--- config.mk ---
export PLATFORM = sky130hd
export DESIGN_NAME = sram_arbiter
export DESIGN_NICKNAME = d
export VERILOG_FILES = /design/src/rtl/sram_arb_pkg.sv /design/src/rtl/sram_arb_pick.sv /design/src/rtl/sram_arbiter.sv
export SDC_FILE = /design/constraint.sdc
export NUM_CORES = 1
export LEC_CHECK = 0
export CORE_ASPECT_RATIO = 0.8
export CORE_MARGIN = 1.5
export CORE_UTILIZATION = 40
export DETAILED_ROUTE_END_ITERATION = 12
export GPL_TIMING_DRIVEN = 0
export PLACE_DENSITY = 0.85
export SYNTH_ARGS = -nofsm -noshare
export SYNTH_HDL_FRONTEND = slang
export SYNTH_SLANG_ARGS = --single-unit
--- constraint.sdc ---
create_clock -name clk -period 3.8 [get_ports clk]
set_input_delay 0.76 -clock clk [delete_from_list [all_inputs] [get_ports clk]]
set_output_delay 0.76 -clock clk [all_outputs]
set_load 0.02 [all_outputs]
--- src/rtl/sram_arb_pkg.sv ---
// Shared types and constants for the two-port external SRAM arbiter.
// Optional build macro used by the arbiter: SRAM_ARB_ROUND_ROBIN_EN.
package sram_arb_pkg;

    typedef enum logic [1:0] {
        ST_IDLE,
        ST_SETUP,
        ST_STROBE,
        ST_HOLD
    } arb_state_e;

    localparam int NUM_PORTS = 2;
    localparam int WAIT_W    = 4;
    localparam int CHIP0     = 0;
    localparam int CHIP1     = 1;
    localparam int LANE_W    = 16;

    // A chip is selected when either of its two byte enables is set.
    function automatic logic [1:0] chip_en(input logic [3:0] be);
        return {|be[3:2], |be[1:0]};
    endfunction

endpackage

--- src/rtl/sram_arb_pick.sv ---
// Combinational winner selection between the two SRAM requesters.
// With SRAM_ARB_ROUND_ROBIN_EN a tie goes to prio; otherwise port 0 always wins.
module sram_arb_pick
    import sram_arb_pkg::*;
(
    input  logic [NUM_PORTS-1:0] req,
    input  logic                 prio,
    output logic                 valid,
    output logic                 winner
);

    always_comb begin
        valid  = |req;
        winner = 1'b0;
`ifdef SRAM_ARB_ROUND_ROBIN_EN
        if (req == 2'b11) begin
            winner = prio;
        end else begin
            winner = req[1];
        end
`else
        winner = ~req[0] & req[1];
`endif
    end

`ifndef SRAM_ARB_ROUND_ROBIN_EN
    logic unused_prio;
    assign unused_prio = prio;
`endif

endmodule

--- src/rtl/sram_arbiter.sv ---
// Two-requester arbiter and setup/strobe/hold sequencer for the 32-bit async SRAM pair.
// Build macro SRAM_ARB_ROUND_ROBIN_EN selects round-robin tie-break instead of fixed priority.
//
// state     | meaning
// ----------+--------------------------------------------------------------
// ST_IDLE   | no access; pick a winner and latch its request
// ST_SETUP  | address, CE, byte lanes (and write data) settle; strobes high
// ST_STROBE | /OE or /WE low for WAIT_CYCLES cycles; read data taken on last
// ST_HOLD   | strobes high, address/CE/data held; ack to the winner
module sram_arbiter
    import sram_arb_pkg::*;
#(
    parameter int WAIT_CYCLES = 2
) (
    input  logic        clk,
    input  logic        reset_n,
    input  logic [1:0]  req,
    input  logic [1:0]  we,
    input  logic [17:0] addr0,
    input  logic [17:0] addr1,
    input  logic [3:0]  be0,
    input  logic [3:0]  be1,
    input  logic [31:0] wdata0,
    input  logic [31:0] wdata1,
    output logic [1:0]  ack,
    output logic [31:0] rdata,
    output logic [17:0] ram_addr,
    input  logic [31:0] ram_data_read,
    output logic [31:0] ram_data_write,
    output logic        ram_data_is_output,
    output logic [1:0]  ram_ce_n,
    output logic [1:0]  ram_ub_n,
    output logic [1:0]  ram_lb_n,
    output logic [1:0]  ram_we_n,
    output logic [1:0]  ram_oe_n
);

    localparam logic [WAIT_W-1:0] CNT_LOAD = WAIT_W'(WAIT_CYCLES - 1);

    arb_state_e        state_q, state_d;
    logic [WAIT_W-1:0] cnt_q, cnt_d;
    logic              port_q, port_d;
    logic              we_q, we_d;
    logic [17:0]       addr_q, addr_d;
    logic [3:0]        be_q, be_d;
    logic [31:0]       wdata_q, wdata_d;
    logic [31:0]       rdata_q, rdata_d;

    logic              pick_valid;
    logic              pick_winner;
    logic              prio_sel;
    logic [1:0]        en;
    logic              active;
    logic              strobe;

`ifdef SRAM_ARB_ROUND_ROBIN_EN
    logic prio_q, prio_d;
    assign prio_sel = prio_q;
`else
    assign prio_sel = 1'b0;
`endif

    sram_arb_pick u_pick (
        .req    (req),
        .prio   (prio_sel),
        .valid  (pick_valid),
        .winner (pick_winner)
    );

    always_ff @(posedge clk) begin
        if (!reset_n) begin
            state_q <= ST_IDLE;
            cnt_q   <= '0;
            port_q  <= 1'b0;
            we_q    <= 1'b0;
            addr_q  <= '0;
            be_q    <= '0;
            wdata_q <= '0;
            rdata_q <= '0;
`ifdef SRAM_ARB_ROUND_ROBIN_EN
            prio_q  <= 1'b0;
`endif
        end else begin
            state_q <= state_d;
            cnt_q   <= cnt_d;
            port_q  <= port_d;
            we_q    <= we_d;
            addr_q  <= addr_d;
            be_q    <= be_d;
            wdata_q <= wdata_d;
            rdata_q <= rdata_d;
`ifdef SRAM_ARB_ROUND_ROBIN_EN
            prio_q  <= prio_d;
`endif
        end
    end

    always_comb begin
        state_d = state_q;
        cnt_d   = cnt_q;
        port_d  = port_q;
        we_d    = we_q;
        addr_d  = addr_q;
        be_d    = be_q;
        wdata_d = wdata_q;
        rdata_d = rdata_q;
`ifdef SRAM_ARB_ROUND_ROBIN_EN
        prio_d  = prio_q;
`endif
        case (state_q)
            ST_IDLE: begin
                if (pick_valid) begin
                    state_d = ST_SETUP;
                    port_d  = pick_winner;
                    we_d    = we[pick_winner];
                    addr_d  = pick_winner ? addr1  : addr0;
                    be_d    = pick_winner ? be1    : be0;
                    wdata_d = pick_winner ? wdata1 : wdata0;
`ifdef SRAM_ARB_ROUND_ROBIN_EN
                    prio_d  = ~pick_winner;
`endif
                end
            end
            ST_SETUP: begin
                cnt_d   = CNT_LOAD;
                state_d = ST_STROBE;
            end
            ST_STROBE: begin
                if (cnt_q == '0) begin
                    state_d = ST_HOLD;
                    // Lanes of unselected chips are floating, so they keep the previous read.
                    if (!we_q) begin
                        if (en[CHIP0]) rdata_d[LANE_W*CHIP0 +: LANE_W] = ram_data_read[LANE_W*CHIP0 +: LANE_W];
                        if (en[CHIP1]) rdata_d[LANE_W*CHIP1 +: LANE_W] = ram_data_read[LANE_W*CHIP1 +: LANE_W];
                    end
                end else begin
                    cnt_d = cnt_q - 1'b1;
                end
            end
            ST_HOLD: begin
                state_d = ST_IDLE;
            end
            default: begin
                state_d = ST_IDLE;
            end
        endcase
    end

    assign en     = chip_en(be_q);
    assign active = (state_q != ST_IDLE);
    assign strobe = (state_q == ST_STROBE);

    assign ram_addr           = addr_q;
    assign ram_data_write     = wdata_q;
    assign ram_data_is_output = active & we_q;
    assign ram_ce_n           = active ? ~en : 2'b11;
    assign ram_lb_n           = active ? ~{be_q[2], be_q[0]} : 2'b11;
    assign ram_ub_n           = active ? ~{be_q[3], be_q[1]} : 2'b11;
    assign ram_oe_n           = (strobe && !we_q) ? ~en : 2'b11;
    assign ram_we_n           = (strobe &&  we_q) ? ~en : 2'b11;
    assign ack                = (state_q == ST_HOLD) ? (port_q ? 2'b10 : 2'b01) : 2'b00;
    assign rdata              = rdata_q;

endmodule

; ---- Word level (Yosys, flattened, before mapping)
; Index checks and enable logic that the tools add are counted.
[word_totals]
ff_bits = 94
in_bits = 146
out_inout_bits = 95
word_cells = 56
[op_classes]
add_sub_neg = 1
order_cmp = 1
eq_ne = 6
n_mux = 17
bitwise = 7
reduce_logical = 15
[ops]
columns = op, n
row1 = 2-to-1 mux 32 bit, 1
row2 = 2-to-1 mux 18 bit, 1
row3 = 2-to-1 mux 2 bit, 9
row4 = 2-to-1 mux 4 bit, 2
row5 = one-hot mux 2 bit (4 select lines), 1
row6 = one-hot mux 4 bit (2 select lines), 1
row7 = AND reduction 4 bit, 2
row8 = inverter 2 bit, 3
row9 = AND reduction 2 bit, 3
row10 = OR reduction 2 bit, 3
row11 = equality test 2 bit (second input constant), 2
row12 = zero test 4 bit, 1
row13 = != test 2 bit (second input constant), 2
row14 = nonzero test 2 bit, 2
row15 = subtractor 4 x 1 -> 4 bit (second input constant), 1
row16 = bitwise AND 1 bit, 2
row17 = equality test 2 x 1 -> 1 bit (second input constant), 1
row18 = logical AND 1 bit, 2
row19 = zero test 2 bit, 1
row20 = less-than comparator 1 x 2 -> 1 bit (second input constant), 1
row21 = 2-to-1 mux 1 bit, 2
row22 = != test 2 x 1 -> 1 bit (second input constant), 1
row23 = inverter 1 bit, 2
row24 = zero test 1 bit, 1

; ---- Depth between registers and ports, before layout
[logic_depth]
ltp_word = 4
ltp_mapped = 7
mapped_depth_nobuf = 5

; ---- Modules after synthesis
; From an unflattened synthesis, not the netlist that was laid out.
[unflattened]
hier_cells = 451
hier_area_um2 = 4190.3
[by_module_without_submodules]
columns = module, n_inst, cells_per_inst, area_per_inst_um2, seq_area_each_um2
row1 = sram_arbiter, 1, 449, 4177.8, 1881.8
row2 = sram_arb_pick, 1, 2, 12.5, 0.0

; ---- Worst setup path before layout
; No wires, ideal clock.
[synth_path]
path_kind = reg2out
start = register state_q[0]
end = output port ram_ce_n[1]
arrival_ns = 1.285
t_required_ns = 3.040
setup_slack_ns = 1.755
path_stages_with_launch = 6
path_buffers = 1
cell_sequence = dfxtp_1 inv_1 ha_1 clkbuf_1 nand2b_1 and2_1
[synth_between]
elab_chain_len = 2
[synth_lines]
columns = element, line_no
row1 = from (decl), sram_arbiter.sv:40  ; arb_state_e state_q, state_d;
row2 = from (signal assigned), sram_arbiter.sv:84  ; state_q <= state_d;
row3 = nonzero test 2 bit, sram_arbiter.sv:150  ; assign active = (state_q != ST_IDLE);
row4 = 2-to-1 mux 2 bit, sram_arbiter.sv:156  ; assign ram_ce_n = active ? ~en : 2'b11;
row5 = to (decl), sram_arbiter.sv:31  ; output logic [1:0] ram_ce_n,
; No other way between the ends.

; ---- Final worst setup path
[layout_path]
start = register state_q[0]
end = output port ram_oe_n[1]
[layout_between]
elab_chain_len = 3
[layout_lines]
columns = element, line_no
row1 = equality test 2 bit, sram_arbiter.sv:151  ; assign strobe = (state_q == ST_STROBE);
row2 = logical AND 1 bit, sram_arbiter.sv:159  ; assign ram_oe_n = (strobe && !we_q) ? ~en : 2'b11;
row3 = 2-to-1 mux 2 bit, sram_arbiter.sv:159
row4 = to (decl), sram_arbiter.sv:35  ; output logic [1:0] ram_oe_n
; No other way between the ends.

==> results.md <==
- Synth Warn #: 0
- Crit path depth: 6
- Routability cong.: 0.880
- Crit start category: flop
- Max Transition Viols Final: 0
- Post-synth top area cell: dfxtp_1
- Slew Limit Headroom: 63.1%
- Synth cell types: 32
- Hold Buf Count CTS: 0
- Root buffer cell: clkbuf_16
- Gr ovfl total: 0
- Final Total Pwr: 4.15 mW
- Buffers added on ports: 239
- Layout cells sized above 1: 3.84%
- Hold depth: 2
- Overall fraction of global-route tracks in use: 24.5%
- RSZ-0062 raised after global routing: no
- Main flop type after synthesis: dfxtp_1
- Post-Syn Area: 0.00417 sq mm
- Core area: 0.0102 sq mm
- Detail Route Antenna Nets: 0
- Max clock buf depth: 2
- Placed insts: 828
- Leakage: 2.57 nW
- Clk_lat worst skew: 0.33 ns
- Clock Pin Slew Worst Setup and Hold Paths: 0.07 ns
- Least-Margin Pin Slew: 0.554 ns
- Peak Freq: 0.330 GHz
- Post-CTS sizing: 0
- Die Span Y: 94.4 microns
- Ranking of synthesized cells by area: dfxtp_1 45%, mux2i_1 21%, a211oi_1 10%, nand2_1 6.0%, nor2_1 5.2%
- Worst min path class: reg -> reg
- Critical Path RT: 3.04 ns
- Largest net degree at the start of global routing: 17
- Vias in the first global route: 4,340
- WP buf/inv: 3
- Postcts setup bufs: 0
- DR vias: 4,221
- Number of vias per cell: 5.00
- PwrDens: 591 mW/mm^2
- DIE AREA: 0.0111 sq mm
- Syn_nets: 599
- DRC Markers: 0
- DRT Wirelength: 13.5 mm
- Detailed Place HPWL: 11.0 mm
- CP Cell Sequence: inv_1 > ha_1 > clkbuf_1 > nor2b_1 > o21ai_0 > clkdlybuf4s50_1
- Fin crit share: 79.8%
- DRT Pass-1 Iters: 4
- Share of the synthesized area in the top cell type: 45.1%
- CTS buffer count: 9
- Reg2reg path depth: 7
- Maximum VDD drop: 0.275 mV
- Num rows: 33
- CP max stage delay: 0.56 ns
- Critical path endpoint category: primary output
- Area delta synth->final: 68.1%
- Most common library cells after synthesis: 94 x dfxtp_1, 88 x mux2i_1, 67 x nand2_1
- Initial antenna violation count: 0
- Gate Count Post-Synth: 449
- Worst Skew: 0.00747 ns
- H-tree depth: 3
- Top Family by Delay on Critical Path: buffers and inverters
- Initial DRC count: 137
- Slowest CP cell: clkdlybuf4s50_1
- Number of diodes: 0
- Arrival time worst endpoint: 2.27 ns
- Tmin final: 3.03 ns
- Final hold vios: 0
- Crit path max fanout: 10
- Number of I/O pins: 241
- Setup Viol. Count Final: 0
- Seq cells post-synth: 94
- Worst Setup Path Type: reg -> out
- Die Width: 117 microns
- Post-Layout Cell Count: 844
- Status: completed
- Syn Area/Cell: 9.30 sq um
- Number of flops mapped to enable cells by yosys: 0
- CTS tree: done
- Total Nets Final: 849
- Avg WL per Cell: 16.0 microns
- Clock sink count: 94
- Count leader, synth: dfxtp_1
- FFs w/ async S/R, synth: 0%
- First-pass GRT wire length: 20.7 mm
- Placed inst area: 0.00674 sq mm
- Setup TNS: 0 ns
- Initial core utilization: 40.9%
- Max-cap check violation count: 0
- Seq/Total Area, Yosys: 45.1%
- Design Area, Final: 0.00702 sq mm
## layout make-up
type,instances,area (sq um)
inverter,7,26.3
clock buffer,10,229
tap,140,175
buffer,37,176
timing repair buffer,239,2390
clock inverter,6,45.0
multi-input combinational,311,2090
sequential,94,1880
fill,827,3180
## routing by layer
metal	GRT usage (%)	wire length [microns]	up-vias
met5	0	0	-
met4	11.2	449	0
met3	6.48	741	36
met2	43.0	6760	155
met1	27.9	5550	1948
li1	-	-	2082
## power by group
| group | switching [mW] | total (mW) | internal, mW |
|---|---|---|---|
| clock network | 0.384 | 0.833 | 0.449 |
| registers | 0.157 | 1.39 | 1.24 |
| logic | 1.05 | 1.92 | 0.872 |
## worst register-to-register path: cells and delay by family, from the launching register on
kind	cells	cell delay [ns]
and+or+nand+nor	2	0.78
muxes	1	0.20
DFF	1	0.37
adders and majority gates	1	0.17
buffers and inverters	3	0.47
## registers in the layout, indices dropped and copies added, names as in the netlist
register,flops
port_q,1
we_q,1
rdata,32
be_q,4
state_q,2
cnt_q,4
ram_data_write,32
ram_addr,18
## kinds of logic (layout without fill, tap and decap cells)
| family | after synthesis | in the layout | share of synthesized area (%) |
|---|---|---|---|
| buffers and inverters | 44 | 299 | 4.86 |
| muxes | 88 | 88 | 21.1 |
| DFF | 94 | 94 | 45.1 |
| AOI/OAI and AO/OA | 73 | 73 | 12.9 |
| and+or+nand+nor | 146 | 146 | 14.9 |
| adders and majority gates | 4 | 4 | 1.20 |
## per-stage QoR
stage | setup slack, ns | utilization (%) | hold slack, ns
after floorplan | 1.75 | - | 0.468
after global placement | 1.11 | 66.1 | 0.442
after detailed placement | 1.06 | 66.1 | 0.448
after CTS | 0.758 | 68.8 | 0.458
after global routing | 0.632 | 68.8 | 0.475
final | 0.767 | 68.8 | 0.453
## cells in the final DEF, fill, tap and decap left out, types with 3 or more instances in the layout
cell             count
clkdlybuf4s50_1    239
ha_1                 4
nor2_1              58
clkbuf_16            9
clkbuf_1            29
mux2i_1             88
nand2_1             67
nor2b_1              6
buf_2                6
o21ai_0              3
nand2b_1             5
dfxtp_1             94
a21oi_1              3
a211oi_1            56
inv_1                6
## worst paths after layout
kind | from | to | slack, ns
max | state_q[0] | ram_oe_n[1] | 0.77
min | rdata[14] | rdata[14] | 0.45
max reg2reg | cnt_q[0] | rdata[27] | 1.74
min reg2reg | rdata[14] | rdata[14] | 0.45
Note: power is estimated with default switching activity, not from simulation.
